<file path="config.mk">
export PLATFORM = sky130hd
export DESIGN_NAME = divider_scheduler
export DESIGN_NICKNAME = d
export VERILOG_FILES = /design/src/rtl/divider_scheduler.sv
export SDC_FILE = /design/constraint.sdc
export NUM_CORES = 1
export LEC_CHECK = 0
export ABC_AREA = 1
export CORE_AREA = 4 4 131 133
export DETAILED_ROUTE_END_ITERATION = 10
export DIE_AREA = 0 0 135 137
export PLACE_DENSITY_LB_ADDON = 0.08
export SYNTH_ARGS = -nofsm -noshare
export SYNTH_HDL_FRONTEND = slang
export SYNTH_SLANG_ARGS = --single-unit
</file>
<file path="constraint.sdc">
create_clock -name clk -period 5.64 [get_ports clk]
set_input_delay 1.692 -clock clk [delete_from_list [all_inputs] [get_ports clk]]
set_output_delay 1.692 -clock clk [all_outputs]
set_load 0.005 [all_outputs]
</file>
<file path="src/rtl/divider_scheduler.sv">
// Round-robin scheduler sharing one sequential divider among N requesters.
// Captures the granted operands, sequences start/busy, and returns quotients.
module divider_scheduler #(
  parameter int WIDTH   = 20,
  parameter int N       = 6,
  parameter int IDXW    = 3,
  parameter int TIMEOUT = 64
) (
  input  logic               clk,
  input  logic               reset,
  input  logic [N-1:0]       req,
  input  logic [N-1:0]       req_sign,
  input  logic [N*WIDTH-1:0] req_dividend,
  input  logic [N*WIDTH-1:0] req_divisor,
  output logic [N-1:0]       done,
  output logic [WIDTH-1:0]   result,
  output logic               busy,
  output logic               err,
  output logic               div_start,
  output logic               div_sign,
  output logic [WIDTH-1:0]   div_dividend,
  output logic [WIDTH-1:0]   div_divisor,
  input  logic               div_ready,
  input  logic [WIDTH-1:0]   div_quotient
);

  localparam int CW = $clog2(TIMEOUT + 1);

  typedef enum logic [1:0] {
    S_IDLE,
    S_START,
    S_BUSY,
    S_DONE
  } state_t;

  state_t           r_state;
  state_t           w_next;
  logic [IDXW-1:0]  r_ptr;
  logic [IDXW-1:0]  r_grant;
  logic [IDXW-1:0]  w_g;
  logic [IDXW-1:0]  w_lo;
  logic [IDXW-1:0]  w_hi;
  logic             w_hit;
  logic             w_any;
  logic             w_zero;
  logic             w_tout;
  logic [CW-1:0]    r_cnt;
  logic [WIDTH-1:0] w_dvd;
  logic [WIDTH-1:0] w_dvs;
  logic [WIDTH-1:0] r_result;
  logic [WIDTH-1:0] r_dvd;
  logic [WIDTH-1:0] r_dvs;
  logic             r_sign;
  logic             r_err;

  // Prefer the lowest set bit at or above ptr; otherwise wrap to the lowest.
  always_comb begin
    w_lo  = '0;
    w_hi  = '0;
    w_hit = 1'b0;
    for (int k = N - 1; k >= 0; k--) begin
      if (req[k]) begin
        w_lo = IDXW'(k);
        if (IDXW'(k) >= r_ptr) begin
          w_hi  = IDXW'(k);
          w_hit = 1'b1;
        end
      end
    end
    w_g = w_hit ? w_hi : w_lo;
  end

  assign w_any  = |req;
  assign w_dvd  = req_dividend[w_g*WIDTH +: WIDTH];
  assign w_dvs  = req_divisor[w_g*WIDTH +: WIDTH];
  assign w_zero = (w_dvs == '0);
  assign w_tout = (r_cnt == CW'(TIMEOUT - 1));

  always_ff @(posedge clk or posedge reset) begin
    if (reset) r_state <= S_IDLE;
    else       r_state <= w_next;
  end

  always_comb begin
    w_next = r_state;
    unique case (r_state)
      S_IDLE: begin
        if (w_any) w_next = w_zero ? S_DONE : S_START;
      end
      S_START: w_next = S_BUSY;
      S_BUSY: begin
        if (div_ready || w_tout) w_next = S_DONE;
      end
      S_DONE: w_next = S_IDLE;
    endcase
  end

  always_ff @(posedge clk or posedge reset) begin
    if (reset) begin
      r_ptr    <= '0;
      r_grant  <= '0;
      r_cnt    <= '0;
      r_result <= '0;
      r_dvd    <= '0;
      r_dvs    <= '0;
      r_sign   <= 1'b0;
      r_err    <= 1'b0;
    end else begin
      unique case (r_state)
        S_IDLE: begin
          if (w_any) begin
            r_grant <= w_g;
            r_dvd   <= w_dvd;
            r_dvs   <= w_dvs;
            r_sign  <= req_sign[w_g];
            if (w_zero) r_result <= '1;
          end
        end
        S_START: r_cnt <= '0;
        S_BUSY: begin
          r_cnt <= r_cnt + 1'b1;
          if (div_ready) begin
            r_result <= div_quotient;
          end else if (w_tout) begin
            r_result <= '1;
            r_err    <= 1'b1;
          end
        end
        S_DONE: begin
          r_ptr <= (r_grant == IDXW'(N - 1)) ? '0 : r_grant + 1'b1;
        end
      endcase
    end
  end

  assign done         = (r_state == S_DONE) ? (N'(1) << r_grant) : '0;
  assign busy         = (r_state != S_IDLE);
  assign div_start    = (r_state == S_START);
  assign result       = r_result;
  assign err          = r_err;
  assign div_sign     = r_sign;
  assign div_dividend = r_dvd;
  assign div_divisor  = r_dvs;

endmodule

</file>
* Word-level counts from Yosys, hierarchy flattened
Index checks and enable logic that the tools add are counted.
Storage, ports and cells: logic and storage cells 88, input bits 275, output and inout port bits 70, bits in registers 77
Cells by class: reduce and logical (&&, ||, !) cells 11, magnitude comparators 7, equality and inequality tests 9, multipliers 1, shifts and indexed selects 3, $add $sub $neg 2, mux-type cells 45, bitwise operators 1
Operators by type and width (number):
- indexed part select 120 x 9 -> 20 bit | 2
- two-way mux 20 bit | 4
- two-way mux 3 bit | 20
- case mux 20 bit (2 select lines) | 1
- logical NOT 20 bit | 1
- case mux 7 bit (2 select lines) | 1
- two-way mux 1 bit | 13
- case mux 2 bit (4 select lines) | 1
- adder 7 x 1 -> 7 bit (second input constant) | 1
- == test 7 x 6 -> 1 bit (second input constant) | 1
- greater-or-equal comparator 1 x 3 -> 1 bit (first input constant) | 2
- greater-or-equal comparator 2 x 3 -> 1 bit (first input constant) | 2
- greater-or-equal comparator 3 bit (first input constant) | 2
- multiplier 3 x 3 -> 6 bit (second input constant) | 1
- two-way mux 2 bit | 3
- two-way mux 6 bit | 1
- inequality test 2 bit (second input constant) | 3
- nonzero test 2 bit | 3
- OR reduction 6 bit | 1
- << shifter 1 x 3 -> 6 bit (first input constant) | 1
- == test 2 bit (second input constant) | 2
- less-than comparator 3 x 4 -> 1 bit (second input constant) | 1
- AND reduction 2 bit | 2
- AND reduction 4 bit | 1
- other kinds (9) | 9

* Longest topological paths before layout
depth after elaboration 20, depth in mapped cells 24, gate-level depth less buffers 22

* Least setup slack after synthesis
No wires, ideal clock.
path type input to register, from in req[0], to reg r_result[10] (netlist: result[10]), required time 5.523 ns, cell stages on the path 23, arrival 3.451 ns, setup slack 2.072 ns, library setup time 0.117 ns, buffers on the path 2, cells stage by stage inv_1 nor2_1 nand2_1 nand2_1 inv_2 nand2_1 nand2_1 nand2_2 buf_2 nand2_1 nand3_1 nand2_1 nand2_1 nand2_1 nor2_1 nand2_1 nor2_1 nand3_1 nand2_2 nand2_2 buf_6 nand2_1 nand2_1
On the way: longest elaborated chain between the ends 7, elaborated cells between the ends (all ways) 11, those cells by class 1 x mul; 2 x eq/ne; 1 x shift; 4 x mux; 3 x reduce/logical
RTL lines:
- start, declared | line 11 | input logic [N-1:0] req,
- two-way mux 3 bit or two-way mux 1 bit (tied branches) | line 62 | if (req[k]) begin
- two-way mux 3 bit | line 70 | w_g = w_hit ? w_hi : w_lo;
- multiplier 3 x 3 -> 6 bit | line 75 | assign w_dvs = req_divisor[w_g*WIDTH +: WIDTH];
- indexed part select 120 x 9 -> 20 bit | line 75
- logical NOT 20 bit | line 76 | assign w_zero = (w_dvs == '0);
- inequality test 2 bit (no line)
- AND reduction 4 bit (no line) *
- end signal, assigned | line 123 | r_result <= div_quotient;
- end, declared | line 50 | logic [WIDTH-1:0] r_result;
Every way passes the cells marked *; elsewhere a longest branch is shown, timed or not. A chain may end at the register's enable or synchronous reset.

* Final worst setup path
from in req[0], to reg r_result[0] (netlist: result[0])
Same word-level chain as after synthesis.

==> flow_summary.json <==
{
  "syn-cell-area_sq_um": 5890,
  "numCtsBuffers": 9,
  "combPwrFrac_pct": 67.0,
  "routedWlPerCell_um": 15.9,
  "clk_pin_slew_ns": 0.07,
  "skew_ns": 0.00991,
  "antenna_found_initial": 3,
  "cp-start-kind": "input pin",
  "final_area_sq_um": 9750,
  "yosys_warnings": 0,
  "synthTopCellsByArea": "dfrtp_1 (33%), nand2_1 (16%), nor2_1 (9.9%), inv_1 (6.4%), o21ai_0 (6.1%)",
  "globalplace.congestion": 0.870,
  "grt_pass1_vias": 6969,
  "vias_per_cell": 4.87,
  "synth_area_leader_cell": "dfrtp_1",
  "pwr-share-seq_pct": 20.9,
  "dp_hpwl_um": 18500,
  "grt-ovfl-total": 0,
  "switching_power_mw": 2.23,
  "fp.dieH_um": 137,
  "status": "completed",
  "cts_resized": 0,
  "core_sq_um": 15800,
  "drc_errors": 0,
  "final_nets": 1536,
  "initial_utilization_pct": 37.2,
  "finalSetupViolCount": 0,
  "gr-usage-met1_pct": 27.0,
  "initialDrtViolationCount": 363,
  "crit_fanout": 40,
  "first_pass_iters": 5,
  "hold_viol_final": 0,
  "dieArea_sq_um": 18500,
  "synth_ff_type": "dfrtp_1",
  "grtUsageMet2_pct": 44.6,
  "hp-class": "reg -> reg",
  "maxSlewViolCount": 0,
  "timing.hold.ws_ns": 0.473,
  "io_buffer_count": 344,
  "layout-drive-gt1-share_pct": 6.11,
  "synthTopCellsByCount": "nand2_1 (248), nor2_1 (156), inv_1 (101)",
  "switching_share_pct": 47.4,
  "tightest_slew_ns": 1.03,
  "cts_setup_buffers": 0,
  "die_x_um": 135,
  "syn_avg_cell_area_sq_um": 6.23,
  "grt_use_met3_pct": 7.94,
  "period_share_pct": 87.0,
  "synthArstFlopShare_pct": 100,
  "power_density_nw_per_um2": 482,
  "cts.sinks": 77,
  "arrival_ns": 5.14,
  "hold_buffers": 0,
  "synth_fp_nets": 1226,
  "irDropWorstVdd_uv": 517,
  "grt_max_degree": 115,
  "wl_um": 23600,
  "min_period_ns": 4.91,
  "ys_types": 31,
  "grt_pass1_wl_um": 35700,
  "fmax_mhz": 204,
  "grt_util_all_layers_pct": 24.7,
  "vias": 7210,
  "clk_latency_ns": 0.34,
  "cts_buffer_depth": 2,
  "p_int_mw": 2.47,
  "tns_ns": 0,
  "synth-seq-cells": 77,
  "synth-edff-count": 0,
  "netlist_instances": 945,
  "place_area_sq_um": 9450,
  "cap_violations": 0,
  "endpoint_kind": "flop",
  "rsz0062_at_grt": "false",
  "ys_seq_area_share_pct": 32.7,
  "row_count": 46,
  "power_mw": 4.70,
  "cts_tree": "done",
  "grt_busiest_layer": "met2",
  "worstSetupPathType": "in -> reg",
  "final_antenna_net_count": 0,
  "p_leak_nw": 4.46,
  "yosysTopAreaCellShare_pct": 32.7,
  "syn_to_final_growth_pct": 65.5,
  "clock_power_share_pct": 12.1,
  "synth.most_common_cell": "nand2_1",
  "io_pins": 345,
  "max_slew_margin_pct": 31.2,
  "cts-root-buf": "clkbuf_16",
  "htree_num_levels": 3,
  "cp.required_ns": 5.87
}
-- per-layer routing --
metal | share of wire (%) | vias up
met4 | 3.1 | 0
met3 | 7.3 | 42
met1 | 38 | 3295
met2 | 52 | 218
met5 | 0 | -
li1 | - | 3655
-- state kept, by name, summed over array words and instances (netlist names) --
| name | count |
|---|---|
| r_ptr | 3 |
| div_dividend | 20 |
| r_cnt | 7 |
| r_grant | 3 |
| div_sign | 1 |
| result | 20 |
| r_state | 2 |
| div_divisor | 20 |
| err | 1 |
-- worst max-delay path, stage by stage --
cell             delay (ns)
clkdlybuf4s50_1        0.50
inv_1                  0.05
nor2_1                 0.08
nand2_1                0.08
nand2_1                0.10
inv_2                  0.06
nand2_1                0.20
nand2_1                0.10
nand2_2                0.56
nand2_1                0.11
nand3_1                0.11
nand2_1                0.06
nand2_1                0.09
nand2_1                0.08
nor2_1                 0.13
nand2_1                0.06
nor2_1                 0.15
nand3_1                0.16
nand2_2                0.23
nand2_2                0.29
nand2_1                0.16
nand2_1                0.06
-- kinds of logic (layout without fill, tap and decap cells) --
group / count (synthesis) / count (layout) / share of synthesized area (%)
compound gates: 169 / 169 / 16.7
fa+ha+maj: 6 / 6 / 1.27
buf+inv: 164 / 479 / 11.6
flops: 77 / 77 / 32.7
other cells: 0 / 3 / 0
simple gates: 529 / 529 / 37.7
-- path summary, 6_finish.rpt --
path / start / to / slack, ns / cells past startpoint
min in group asynchronous: reset / div_dividend[4] / 1.88 / 2
worst min-delay path: err / err / 0.47 / 1
max in group asynchronous: reset / r_state[1] / 2.89 / 3
worst min register to register: err / err / 0.47 / 1
worst max register to register: r_ptr[2] / result[0] / 2.11 / 20
worst max-delay path: req[0] / result[0] / 0.73 / 22
-- metrics by stage --
| stage | std cells | utilization [%] | setup slack [ns] |
|---|---|---|---|
| floorplan | 945 | - | 1.98 |
| global placement | 1460 | 59.7 | 0.473 |
| detailed placement | 1460 | 59.7 | 0.389 |
| CTS | 1476 | 61.5 | 0.763 |
| global route | 1479 | 61.6 | 0.300 |
| finish | 1479 | 61.6 | 0.735 |
-- power groups by stage --
| stage | clock network (mW) | registers (mW) | logic [mW] |
|---|---|---|---|
| floorplan | 0 | 0.993 | 1.96 |
| global placement | 0 | 0.990 | 3.14 |
| detailed placement | 0 | 0.993 | 3.17 |
| CTS | 0.589 | 0.987 | 3.17 |
| global route | 0.613 | 1.02 | 3.54 |
| finish | 0.569 | 0.985 | 3.15 |
-- cells in the final DEF (no fill, tap or decap), drive strengths merged --
cell type,n
or2,29
nand3,69
o21a,1
clkdlybuf4s50,344
nor3b,2
diode,3
nor3,11
nand4,1
inv,110
o211ai,14
a31oi,33
o21ai,77
o21bai,2
a21oi,15
buf,13
clkinv,2
nand3b,4
o311ai,4
o22ai,22
ha,6
clkinvlp,1
nand2,256
dfrtp,77
a31o,1
clkbuf,9
nor2,157
-- area by class of cell --
class / count / area (sq um)
multi-input cells: 704 / 3290
fillers: 1496 / 6080
flip-flops and latches: 77 / 1930
inverters: 106 / 399
clock buffers: 9 / 225
well taps: 216 / 270
diodes: 3 / 7.51
clock inverters: 7 / 62.6
repair buffers: 357 / 3570
(Power assumes the default switching activity.)
